[config.mk]
export PLATFORM = sky130hd
export DESIGN_NAME = alu_16b_flat
export DESIGN_NICKNAME = d
export VERILOG_FILES = /design/src/rtl/alu_16b_if.sv /design/src/rtl/alu_16b.sv /design/src/flat_wrapper.sv
export SDC_FILE = /design/constraint.sdc
export NUM_CORES = 1
export LEC_CHECK = 0
export ABC_AREA = 1
export CORE_MARGIN = 4
export CORE_UTILIZATION = 60
export CTS_BUF_LIST = sky130_fd_sc_hd__clkbuf_2
export DETAILED_ROUTE_END_ITERATION = 16
export GPL_TIMING_DRIVEN = 1
export PLACE_DENSITY_LB_ADDON = 0.2
export SYNTH_ARGS = -nofsm -noshare
export SYNTH_HDL_FRONTEND = slang
export SYNTH_SLANG_ARGS = --single-unit
[constraint.sdc]
create_clock -name clk_i -period 1.4 [get_ports clk_i]
set_input_delay 0.21 -clock clk_i [delete_from_list [all_inputs] [get_ports clk_i]]
set_output_delay 0.21 -clock clk_i [all_outputs]
set_load 0.03 [all_outputs]
[src/rtl/alu_16b_if.sv]
// ---------------------------------------------------------------------------
// alu_16b_if
//   Bundles the operand/operation inputs and the result/class-flag outputs of
//   the alu_16b registered ALU. Clock and reset are not part of the bundle.
//
//   There is no valid/ready handshake on this bus: the ALU samples A, B and
//   ALU_FUN on every rising clock edge and ALU_OUT always holds the result of
//   the most recent capture. The four class flags are a zero-latency decode
//   of ALU_FUN.
//
//   Signals
//     A, B        WIDTH  unsigned operands             (master -> slave)
//     ALU_FUN     4      operation select              (master -> slave)
//     ALU_OUT     WIDTH  registered result             (slave -> master)
//     Arith_Flag  1      ALU_FUN in 0000..0011         (slave -> master)
//     Logic_Flag  1      ALU_FUN in 0100..1001         (slave -> master)
//     CMP_Flag    1      ALU_FUN in 1010..1100         (slave -> master)
//     Shift_Flag  1      ALU_FUN in 1101..1110         (slave -> master)
//
//   Modports
//     master  drives operands/select, observes result and flags
//     slave   the ALU side
// ---------------------------------------------------------------------------
interface alu_16b_if #(
    parameter int WIDTH = 16
);
    logic [WIDTH-1:0] A;
    logic [WIDTH-1:0] B;
    logic [3:0]       ALU_FUN;
    logic [WIDTH-1:0] ALU_OUT;
    logic             Arith_Flag;
    logic             Logic_Flag;
    logic             CMP_Flag;
    logic             Shift_Flag;

    modport master (
        output A,
        output B,
        output ALU_FUN,
        input  ALU_OUT,
        input  Arith_Flag,
        input  Logic_Flag,
        input  CMP_Flag,
        input  Shift_Flag
    );

    modport slave (
        input  A,
        input  B,
        input  ALU_FUN,
        output ALU_OUT,
        output Arith_Flag,
        output Logic_Flag,
        output CMP_Flag,
        output Shift_Flag
    );
endinterface

[src/rtl/alu_16b.sv]
// ---------------------------------------------------------------------------
// alu_16b
//   Registered 16-operation ALU on two unsigned WIDTH-bit operands. The
//   result of the selected operation is captured into ALU_OUT on every rising
//   edge of clk_i. Four one-hot class flags are decoded combinationally from
//   ALU_FUN and do not depend on reset.
//
//   Ports
//     clk_i   in   system clock, rising-edge active
//     rst_i   in   asynchronous active-high reset; forces ALU_OUT to 0
//     bus     alu_16b_if.slave (A, B, ALU_FUN in; ALU_OUT and flags out)
//
//   Operation map (results truncated to WIDTH bits)
//     0000 A+B   0001 A-B   0010 A*B   0011 A/B (B==0 -> 0)
//     0100 A&B   0101 A|B   0110 ~(A&B) 0111 ~(A|B) 1000 A^B 1001 ~(A^B)
//     1010 A==B -> 1   1011 A>B -> 2   1100 A<B -> 3   (else 0)
//     1101 A>>1 (logical)   1110 A<<1   1111 -> 0
// ---------------------------------------------------------------------------
module alu_16b #(
    parameter int WIDTH = 16
) (
    input  logic          clk_i,
    input  logic          rst_i,
    alu_16b_if.slave      bus
);
    logic [WIDTH-1:0] alu_out_d;
    logic [WIDTH-1:0] alu_out_q;

    // Next result: a pure function of the current operands and select, so
    // input changes between edges only matter at the next capture.
    always_comb begin
        alu_out_d = '0;
        unique case (bus.ALU_FUN)
            4'b0000: alu_out_d = bus.A + bus.B;
            4'b0001: alu_out_d = bus.A - bus.B;
            4'b0010: alu_out_d = bus.A * bus.B;
            // Divide-by-zero is defined as 0 rather than left to the divider.
            4'b0011: alu_out_d = (bus.B == '0) ? '0 : (bus.A / bus.B);
            4'b0100: alu_out_d = bus.A & bus.B;
            4'b0101: alu_out_d = bus.A | bus.B;
            4'b0110: alu_out_d = ~(bus.A & bus.B);
            4'b0111: alu_out_d = ~(bus.A | bus.B);
            4'b1000: alu_out_d = bus.A ^ bus.B;
            4'b1001: alu_out_d = ~(bus.A ^ bus.B);
            // Compares return distinct small codes so the consumer can tell
            // which comparison produced a nonzero result.
            4'b1010: alu_out_d = (bus.A == bus.B) ? WIDTH'(1) : '0;
            4'b1011: alu_out_d = (bus.A >  bus.B) ? WIDTH'(2) : '0;
            4'b1100: alu_out_d = (bus.A <  bus.B) ? WIDTH'(3) : '0;
            4'b1101: alu_out_d = bus.A >> 1;
            4'b1110: alu_out_d = bus.A << 1;
            default: alu_out_d = '0;
        endcase
    end

    always_ff @(posedge clk_i or posedge rst_i) begin
        if (rst_i) begin
            alu_out_q <= '0;
        end else begin
            alu_out_q <= alu_out_d;
        end
    end

    assign bus.ALU_OUT    = alu_out_q;

    // Class flags: disjoint ranges of ALU_FUN, so at most one is ever high
    // and 1111 raises none.
    assign bus.Arith_Flag = (bus.ALU_FUN <= 4'b0011);
    assign bus.Logic_Flag = (bus.ALU_FUN >= 4'b0100) && (bus.ALU_FUN <= 4'b1001);
    assign bus.CMP_Flag   = (bus.ALU_FUN >= 4'b1010) && (bus.ALU_FUN <= 4'b1100);
    assign bus.Shift_Flag = (bus.ALU_FUN == 4'b1101) || (bus.ALU_FUN == 4'b1110);
endmodule

[src/flat_wrapper.sv]
// flat-port wrapper written by rule: the top's interface ports become plain ports
module alu_16b_flat 
#(
    parameter int WIDTH = 16
)
  (clk_i, rst_i, bus_A, bus_B, bus_ALU_FUN, bus_ALU_OUT, bus_Arith_Flag, bus_Logic_Flag, bus_CMP_Flag, bus_Shift_Flag);
  alu_16b_if #(.WIDTH(WIDTH)) bus_i ();
  input  logic clk_i;
  input  logic rst_i;
  input wire logic [$bits(bus_i.A)-1:0] bus_A;
  input wire logic [$bits(bus_i.B)-1:0] bus_B;
  input wire logic [$bits(bus_i.ALU_FUN)-1:0] bus_ALU_FUN;
  output wire logic [$bits(bus_i.ALU_OUT)-1:0] bus_ALU_OUT;
  output wire logic [$bits(bus_i.Arith_Flag)-1:0] bus_Arith_Flag;
  output wire logic [$bits(bus_i.Logic_Flag)-1:0] bus_Logic_Flag;
  output wire logic [$bits(bus_i.CMP_Flag)-1:0] bus_CMP_Flag;
  output wire logic [$bits(bus_i.Shift_Flag)-1:0] bus_Shift_Flag;
  assign bus_i.A = bus_A;
  assign bus_i.B = bus_B;
  assign bus_i.ALU_FUN = bus_ALU_FUN;
  assign bus_ALU_OUT = bus_i.ALU_OUT;
  assign bus_Arith_Flag = bus_i.Arith_Flag;
  assign bus_Logic_Flag = bus_i.Logic_Flag;
  assign bus_CMP_Flag = bus_i.CMP_Flag;
  assign bus_Shift_Flag = bus_i.Shift_Flag;
  alu_16b #(.WIDTH(WIDTH)) u_core (.clk_i(clk_i), .rst_i(rst_i), .bus(bus_i));
endmodule
==> reports/results.txt, run 1 <==
Yosys reg bits - 16
yosys warns - 0
Die Y - 163.4 microns
Synth async-reset ratio - 100.0%
io pins - 58
RePlAce Congestion - 1.125
status - aborted with a tool error
root buffer cell - clkbuf_2
Run Error - [ERROR DPL-0033] detailed placement checks failed during check placement.
Post-Syn Nets - 2,640
Seq/Total Area, Yosys - 2.764%
total CTS buffers - 3
Post-synth EDFFs - 0
buffer levels on the longest clock path - 2
Post-CTS Setup Inserts - 138
Failed at - clock tree synthesis (4_1_cts)
Primary FF master, synth - dfrtp_1
Synth top area share - 20.39%
dpl hpwl - 52.98 mm
FP Rows - 56
Post-CTS Hold Buffers - 0
cell taking the most area after synthesis - ha_1
mapped cell area - 0.01448 sq mm
Clock Sinks - 16
Starting Density - 61.34%
Avg Inst Size Synth - 6.341 sq um
Post-Synthesis Cells - 2,284
# port buffers - 57
CTS resizes - 445
CTS H-tree depth - 1
Synth area leaders - ha_1, nand2_1, fa_1
post-synth cell types - 64
die width - 163.4 microns
==> synth_stat cells, types with 9 or more instances <==
library cell and n:
a21oi_1 119, nand4_1 17, o21ai_0 71, a221oi_1 16, o21a_1 11, fa_1 82
nor3_1 24, o2111ai_1 9, nand3_2 23, o221ai_1 13, o21bai_1 12, inv_1 425
and2_1 21, xor2_1 45, nor4_1 14, nand2_2 26, o21ai_1 21, o211ai_1 16
ha_1 236, nand3_1 118, or2_2 37, nor2_1 122, inv_2 13, o22ai_1 19
clkbuf_1 42, dfrtp_1 16, nand2_1 570, xnor2_1 36
==> stage by stage <==
stage / std cells / cell area, sq um / setup WS [ns] / setup TNS (ns)
after global placement: 3252 / 20770 / -21.09 / -169.63
after floorplan: 2284 / 15370 / -19.40 / -147.98
after detailed placement: 3252 / 20770 / -22.87 / -184.55
==> cell families after synthesis <==
group | share of synthesized area, %
AO/OA/AOI/OAI | 15.23
XOR/XNOR | 4.898
adder cells (fa/ha/maj) | 31.72
buffers and inverters | 13.78
flip-flops | 2.764
multiplexers | 0.2764
AND/OR/NAND/NOR | 31.33
==> run 2, diff against run 1 <==
--- a/config.mk
+++ b/config.mk
@@ -7,11 +7,10 @@
 export LEC_CHECK = 0
 export ABC_AREA = 1
 export CORE_MARGIN = 4
-export CORE_UTILIZATION = 60
-export CTS_BUF_LIST = sky130_fd_sc_hd__clkbuf_2
+export CORE_UTILIZATION = 40
 export DETAILED_ROUTE_END_ITERATION = 16
 export GPL_TIMING_DRIVEN = 1
-export PLACE_DENSITY_LB_ADDON = 0.2
+export PLACE_DENSITY_LB_ADDON = 0.15
 export SYNTH_ARGS = -nofsm -noshare
 export SYNTH_HDL_FRONTEND = slang
 export SYNTH_SLANG_ARGS = --single-unit
==> run 2 against run 1 <==
  * The flow now finishes, with violations (setup timing)
  * Synthesized cell count is the same
  * Area after synthesis unchanged
==> reports/results.txt, run 2 <==
status - finished, violations left
failing checks - setup timing
post-route minimum period - 22.52 ns
CTS tree - done
Peak VDD IR - 1418 uV
commonest non-fill, non-tap cell in the layout - buf_4
buffer levels on the longest clock path - 2
Pwr Density - 844.3 mW/mm^2
Least-Margin Pin Slew - 0.6405 ns
mapped cell area - 0.01448 sq mm
mux cell area share after synthesis - 0.2764%
placed cell count - 3,423
leak pwr - 13.20 nW
Avg Inst Size Synth - 6.341 sq um
number of global-route vias before repair - 18,950
setup violators final - 16
worst setup margin - -21.12 ns
CP Launch Type - primary input
Max stage delay on crit path - 0.31 ns
Diodes inserted - 0
post-route non-filler standard cell count - 3,602
# port buffers - 57
most frequent CP cell - nand2_2
Slew headroom - 57.15%
max cap viols - 0
die width - 198.3 microns
RePlAce Congestion - 1.058
total CTS buffers - 3
area of the multi-input gates - 0.01454 sq mm
most frequent cells in the layout - buf_4, nand2_1, inv_1, ha_1, nand2_2
most common cell in the synthesized netlist - nand2_1
post-synth cell types - 64
Data required, critical path - 1.54 ns
Synth Area in Adders - 31.72%
Post-CTS Hold Buffers - 0
max reg flops - 16
Core Area - 0.03566 sq mm
Util after Layout - 69.12%
drc violations - 0
Pint - 10.28 mW
Via density - 5.416
Worst EP arrival - 22.66 ns
clock slew at reported path FFs - 0.07 ns
power share of the sequential group - 3.3%
drt pass-1 iters - 6
DR iter-0 viols - 1,485
Logic pwr share - 93.2%
root buffer cell - clkbuf_16
switch share - 50.60%
worst min path class - primary input to async pin
largest family of logic cells by synthesized area - adder cells
Synth Area in Compound Gates - 15.23%
Synth async-reset ratio - 100.0%
WHS - 0.2920 ns
Post-synth EDFFs - 0
FP Rows - 69
fmax - 44.40 MHz
Synth top cells by count - nand2_1, inv_1, ha_1, nor2_1, a21oi_1
Crit. End Element - flip-flop
share of cells above drive strength 1 - 46.10%
Synth top area share - 20.39%
RSZ-0062 raised after global routing - yes
Slew Limit Fails - 0
GRT Total Usage - 32.34%
Clock Sinks - 16
filler instances - 2,879
Max FO, Critical Path - 7
total number of vias - 19,510
fin crit share - 1609%
initial antenna violation count - 1
synthesis-to-layout area growth - 70.16%
first-pass GRT wire length - 101.0 mm
Post-Synthesis Cells - 2,284
simple-gate portion of the synthesized area - 31.33%
die area - 0.03932 sq mm
Starting Density - 40.62%
Post-Syn Nets - 2,640
yosys warns - 0
xor and xnor fraction of the mapped netlist area - 4.898%
crit path kind - primary input to flip-flop
Die Y - 198.3 microns
Primary FF master, synth - dfrtp_1
placed cell area - 0.02122 sq mm
WL/cell - 19.28 microns
Routed Antenna Nets - 0
net switching power - 10.53 mW
CTS H-tree depth - 1
grt ovf - 0
CP max-delay cell - ha_1
final wirelength - 69.44 mm
largest net degree at the start of global routing - 22
Synth area leaders - ha_1, nand2_1, fa_1
clock power share - 3.6%
register area - 400.4 sq um
Setup TNS - -162.68 ns
Hold Fails Final Rpt - 0
Yosys reg bits - 16
Seq/Total Area, Yosys - 2.764%
final instance area - 0.02465 sq mm
cell taking the most area after synthesis - ha_1
io pins - 58
dpl hpwl - 51.34 mm
Layout Nets - 3,498
run 2: cell counts after synthesis:
No cell type changed its count.
run 2: area by class of cell:
class                           instances  share of cell area (%)
Inverter                              448                   7.082
Timing Repair inverter                  2                 0.05584
Timing Repair Buffer                  909                   29.54
Sequential cell                        16                   1.625
Multi-Input combinational cell       1762                   59.00
Clock buffer                            4                  0.3604
Tap cell                              461                   2.340
run 2: critical path: cells and delay by family:
family	cells	cell delay, ns
compound gates	43	6.09
xor+xnor	1	0.15
fa+ha+maj	15	3.96
buf+inv	25	2.36
simple gates	108	9.83
run 2: how the worst max path moves through the flow:
| stage | start | cells past startpoint | slack, ns | to |
|---|---|---|---|---|
| 3_3_place_gp | bus_B[0] | 192 | -21.50 | u_core.bus.ALU_OUT[0]$_DFF_PP0_ |
| 3_5_place_dp | bus_B[0] | 198 | -22.21 | u_core.bus.ALU_OUT[0]$_DFF_PP0_ |
| 6_report | bus_B[11] | 192 | -21.12 | u_core.bus.ALU_OUT[0]$_DFF_PP0_ |
| 5_1_grt | bus_B[0] | 193 | -22.49 | u_core.bus.ALU_OUT[0]$_DFF_PP0_ |
| 4_1_cts | bus_B[0] | 197 | -20.56 | u_core.bus.ALU_OUT[0]$_DFF_PP0_ |
| 2_1_floorplan | bus_B[0] | 199 | -19.40 | u_core.bus.ALU_OUT[0]$_DFF_PP0_ |
run 2: stage by stage:
step                      worst slack (ns)  power [mW]
after global placement              -21.50       17.08
after global routing                -22.49       22.56
after floorplan                     -19.40       10.35
after CTS                           -20.56       18.99
after detailed placement            -22.21       17.45
final                               -21.12       20.81
run 2: cell families after synthesis:
kind of cell               count (synthesis)
and+or+nand+nor                          998
DFF                                       16
muxes                                      4
adders and majority gates                318
buffers and inverters                    510
AOI/OAI and AO/OA                        357
xor gates and xnor gates                  81
run 2: per-layer routing:
| metal | track usage, % | part of all wire (%) | vias to the layer above | routed length (microns) |
|---|---|---|---|---|
| met1 | 41.81 | 40 | 9193 | 27950 |
| met3 | 3.386 | 7.5 | 301 | 5187 |
| li1 | - | - | 9117 | - |
| met2 | 55.74 | 46 | 897 | 32230 |
| met4 | 12.01 | 5.8 | 2 | 4060 |
| met5 | 0 | 0.020 | - | 14 |
run 2: what timing repair did:
action / CTS / global route
setup endpoints to repair: 34 / 18
pin swaps: 147 / 207
buffers inserted: 102 / 70
cloned: 6 / 2
resized for setup: 288 / 334
run 2: power by group through the flow:
stage | Clock (mW) | Sequential [mW] | Combinational (mW)
floorplan | 0 | 0.865 | 9.49
global placement | 0 | 0.685 | 16.4
detailed placement | 0 | 0.684 | 16.8
CTS | 0.731 | 0.674 | 17.6
global route | 0.746 | 0.680 | 21.1
finish | 0.741 | 0.680 | 19.4
No activity file was read; power rests on OpenSTA's default activity.
==> run 3, diff against run 2 <==
==> constraint.sdc (replaced) <==
create_clock -name clk_i -period 29 [get_ports clk_i]
set_input_delay 4.35 -clock clk_i [delete_from_list [all_inputs] [get_ports clk_i]]
set_output_delay 4.35 -clock clk_i [all_outputs]
set_load 0.03 [all_outputs]
==> run 3 against run 2 <==
  * The run now ends clean
  * Critical path depth rose by 2
  * Power fell by 97%
  * Wire length decreased by 18%
  * Non-clock buffer count decreased by 708
  * Cell count shrank 20%
  * Final area shrank 28%
  * Die area unchanged
  * Utilization is 20 points lower
  * Flip-flop and latch count unchanged
  * Combinational power down 97%
  * Via count down 19%
  * Sequential share of layout area is 0.64 points higher
  * Critical path type unchanged
  * Largest cell class unchanged
  * Highest routed layer is now met4
==> reports/results.txt, run 3 (synthesized netlist as in run 2, its figures left out) <==
Max stage delay on crit path - 0.42 ns
drt pass-1 iters - 5
commonest non-fill, non-tap cell in the layout - nand2_1
Starting Density - 40.62%
worst min path class - primary input to async pin
clock slew at reported path FFs - 0.08 ns
Hold Fails Final Rpt - 0
io pins - 58
die width - 198.3 microns
CP max-delay cell - clkdlybuf4s50_1
root buffer cell - clkbuf_16
dpl hpwl - 44.48 mm
Max FO, Critical Path - 8
Pwr Density - 40.09 mW/mm^2
placed cell area - 0.01598 sq mm
crit path kind - primary input to flip-flop
post-route minimum period - 27.42 ns
Diodes inserted - 0
CTS tree - done
worst setup margin - 1.579 ns
max cap viols - 0
buffer levels on the longest clock path - 2
total CTS buffers - 3
status - finished, final reports clean
Layout Nets - 2,786
fin crit share - 94.56%
Slew Limit Fails - 0
Clock Sinks - 16
Util after Layout - 49.62%
number of global-route vias before repair - 14,880
WL/cell - 19.64 microns
filler instances - 3,683
drc violations - 0
most frequent cells in the layout - nand2_1, inv_1, ha_1, buf_4, nor2_1
FP Rows - 69
Die Y - 198.3 microns
Peak VDD IR - 38.32 uV
final wirelength - 56.76 mm
leak pwr - 9.542 nW
Core Area - 0.03566 sq mm
Slew headroom - 25.55%
RePlAce Congestion - 1.002
DR iter-0 viols - 1,144
synthesis-to-layout area growth - 22.15%
Worst EP arrival - 27.55 ns
final instance area - 0.01769 sq mm
share of cells above drive strength 1 - 18.44%
initial antenna violation count - 0
Via density - 5.453
first-pass GRT wire length - 84.06 mm
Least-Margin Pin Slew - 1.113 ns
worst slack, placed - -1.355 ns
max reg flops - 16
largest net degree at the start of global routing - 22
CP Launch Type - primary input
Crit. End Element - flip-flop
Routed Antenna Nets - 0
fmax - 36.47 MHz
total number of vias - 15,760
Overall Power - 0.7093 mW
die area - 0.03932 sq mm
Data required, critical path - 29.13 ns
CTS H-tree depth - 1
most frequent CP cell - nand2_1
grt ovf - 0
# port buffers - 57
setup violators final - 0
GRT Total Usage - 27.28%
## run 3: cell types whose count changed in the layout (fill, tap and decap cells not counted), sizes merged, moves of 6 or more
cell,previous run,this run
clkdlybuf4s50,1,36
dlygate4sd2,23,4
clkbuf,18,5
dlymetal6s2s,1,16
clkdlybuf4s15,6,0
buf,864,144
## run 3: layout make-up
cell class	count	area, sq um	area share (%)
clock buffer	4	88.84	0.5021
inverter	448	1713	9.682
multi-input combinational	1759	13160	74.38
sequential	16	400.4	2.263
tap	461	576.8	3.260
timing repair buffer	201	1745	9.866
timing repair inverter	1	7.507	0.04243
## run 3: worst paths after layout
kind	from	endpoint	slack, ns	depth (start not counted)
max	bus_B[11]	u_core.bus.ALU_OUT[0]$_DFF_PP0_	1.58	194
min	rst_i	u_core.bus.ALU_OUT[8]$_DFF_PP0_	4.59	2
max in group asynchronous	rst_i	u_core.bus.ALU_OUT[15]$_DFF_PP0_	23.82	2
min in group clk_i	bus_A[2]	u_core.bus.ALU_OUT[2]$_DFF_PP0_	4.75	6
## run 3: what timing repair did
action,4_1_cts,5_1_grt
buffers inserted,10,45
resized for setup,23,228
setup endpoints to repair,1,2
cloned,0,4
hold buffers,0,0
pin swaps,1,61
## run 3: through the flow
step | instances | hold slack (ns) | TNS (ns)
after detailed placement | 2827 | 4.923 | -1.355
final | 2890 | 4.594 | 0
after CTS | 2841 | 4.634 | 0
after global placement | 2827 | 4.914 | -0.8388
after floorplan | 2284 | 4.264 | 0
after global routing | 2890 | 4.682 | -0.3717
## run 3: worst max-delay path: cells and delay by family
kind	cells	cell delay (ns)
AND/OR/NAND/NOR	111	9.88
AO/OA/AOI/OAI	37	5.46
XOR/XNOR	1	0.19
buffers and inverters	30	3.50
adder cells (fa/ha/maj)	15	4.10
## run 3: where the power goes
| group | total (mW) | internal [mW] | switching [mW] |
|---|---|---|---|
| combinational | 0.644 | 0.255 | 0.388 |
| sequential | 0.0313 | 0.0280 | 0.00335 |
| clock | 0.0342 | 0.0212 | 0.0130 |
| total | 0.709 | 0.305 | 0.405 |
## run 3: layer usage
| metal | track usage (%) | vias to the layer above | wire length, microns |
|---|---|---|---|
| met5 | 0 | - | 0 |
| met4 | 8.518 | 0 | 2134 |
| met3 | 4.322 | 124 | 3779 |
| met2 | 44.97 | 580 | 25870 |
| met1 | 36.72 | 7404 | 24980 |
| li1 | - | 7652 | - |
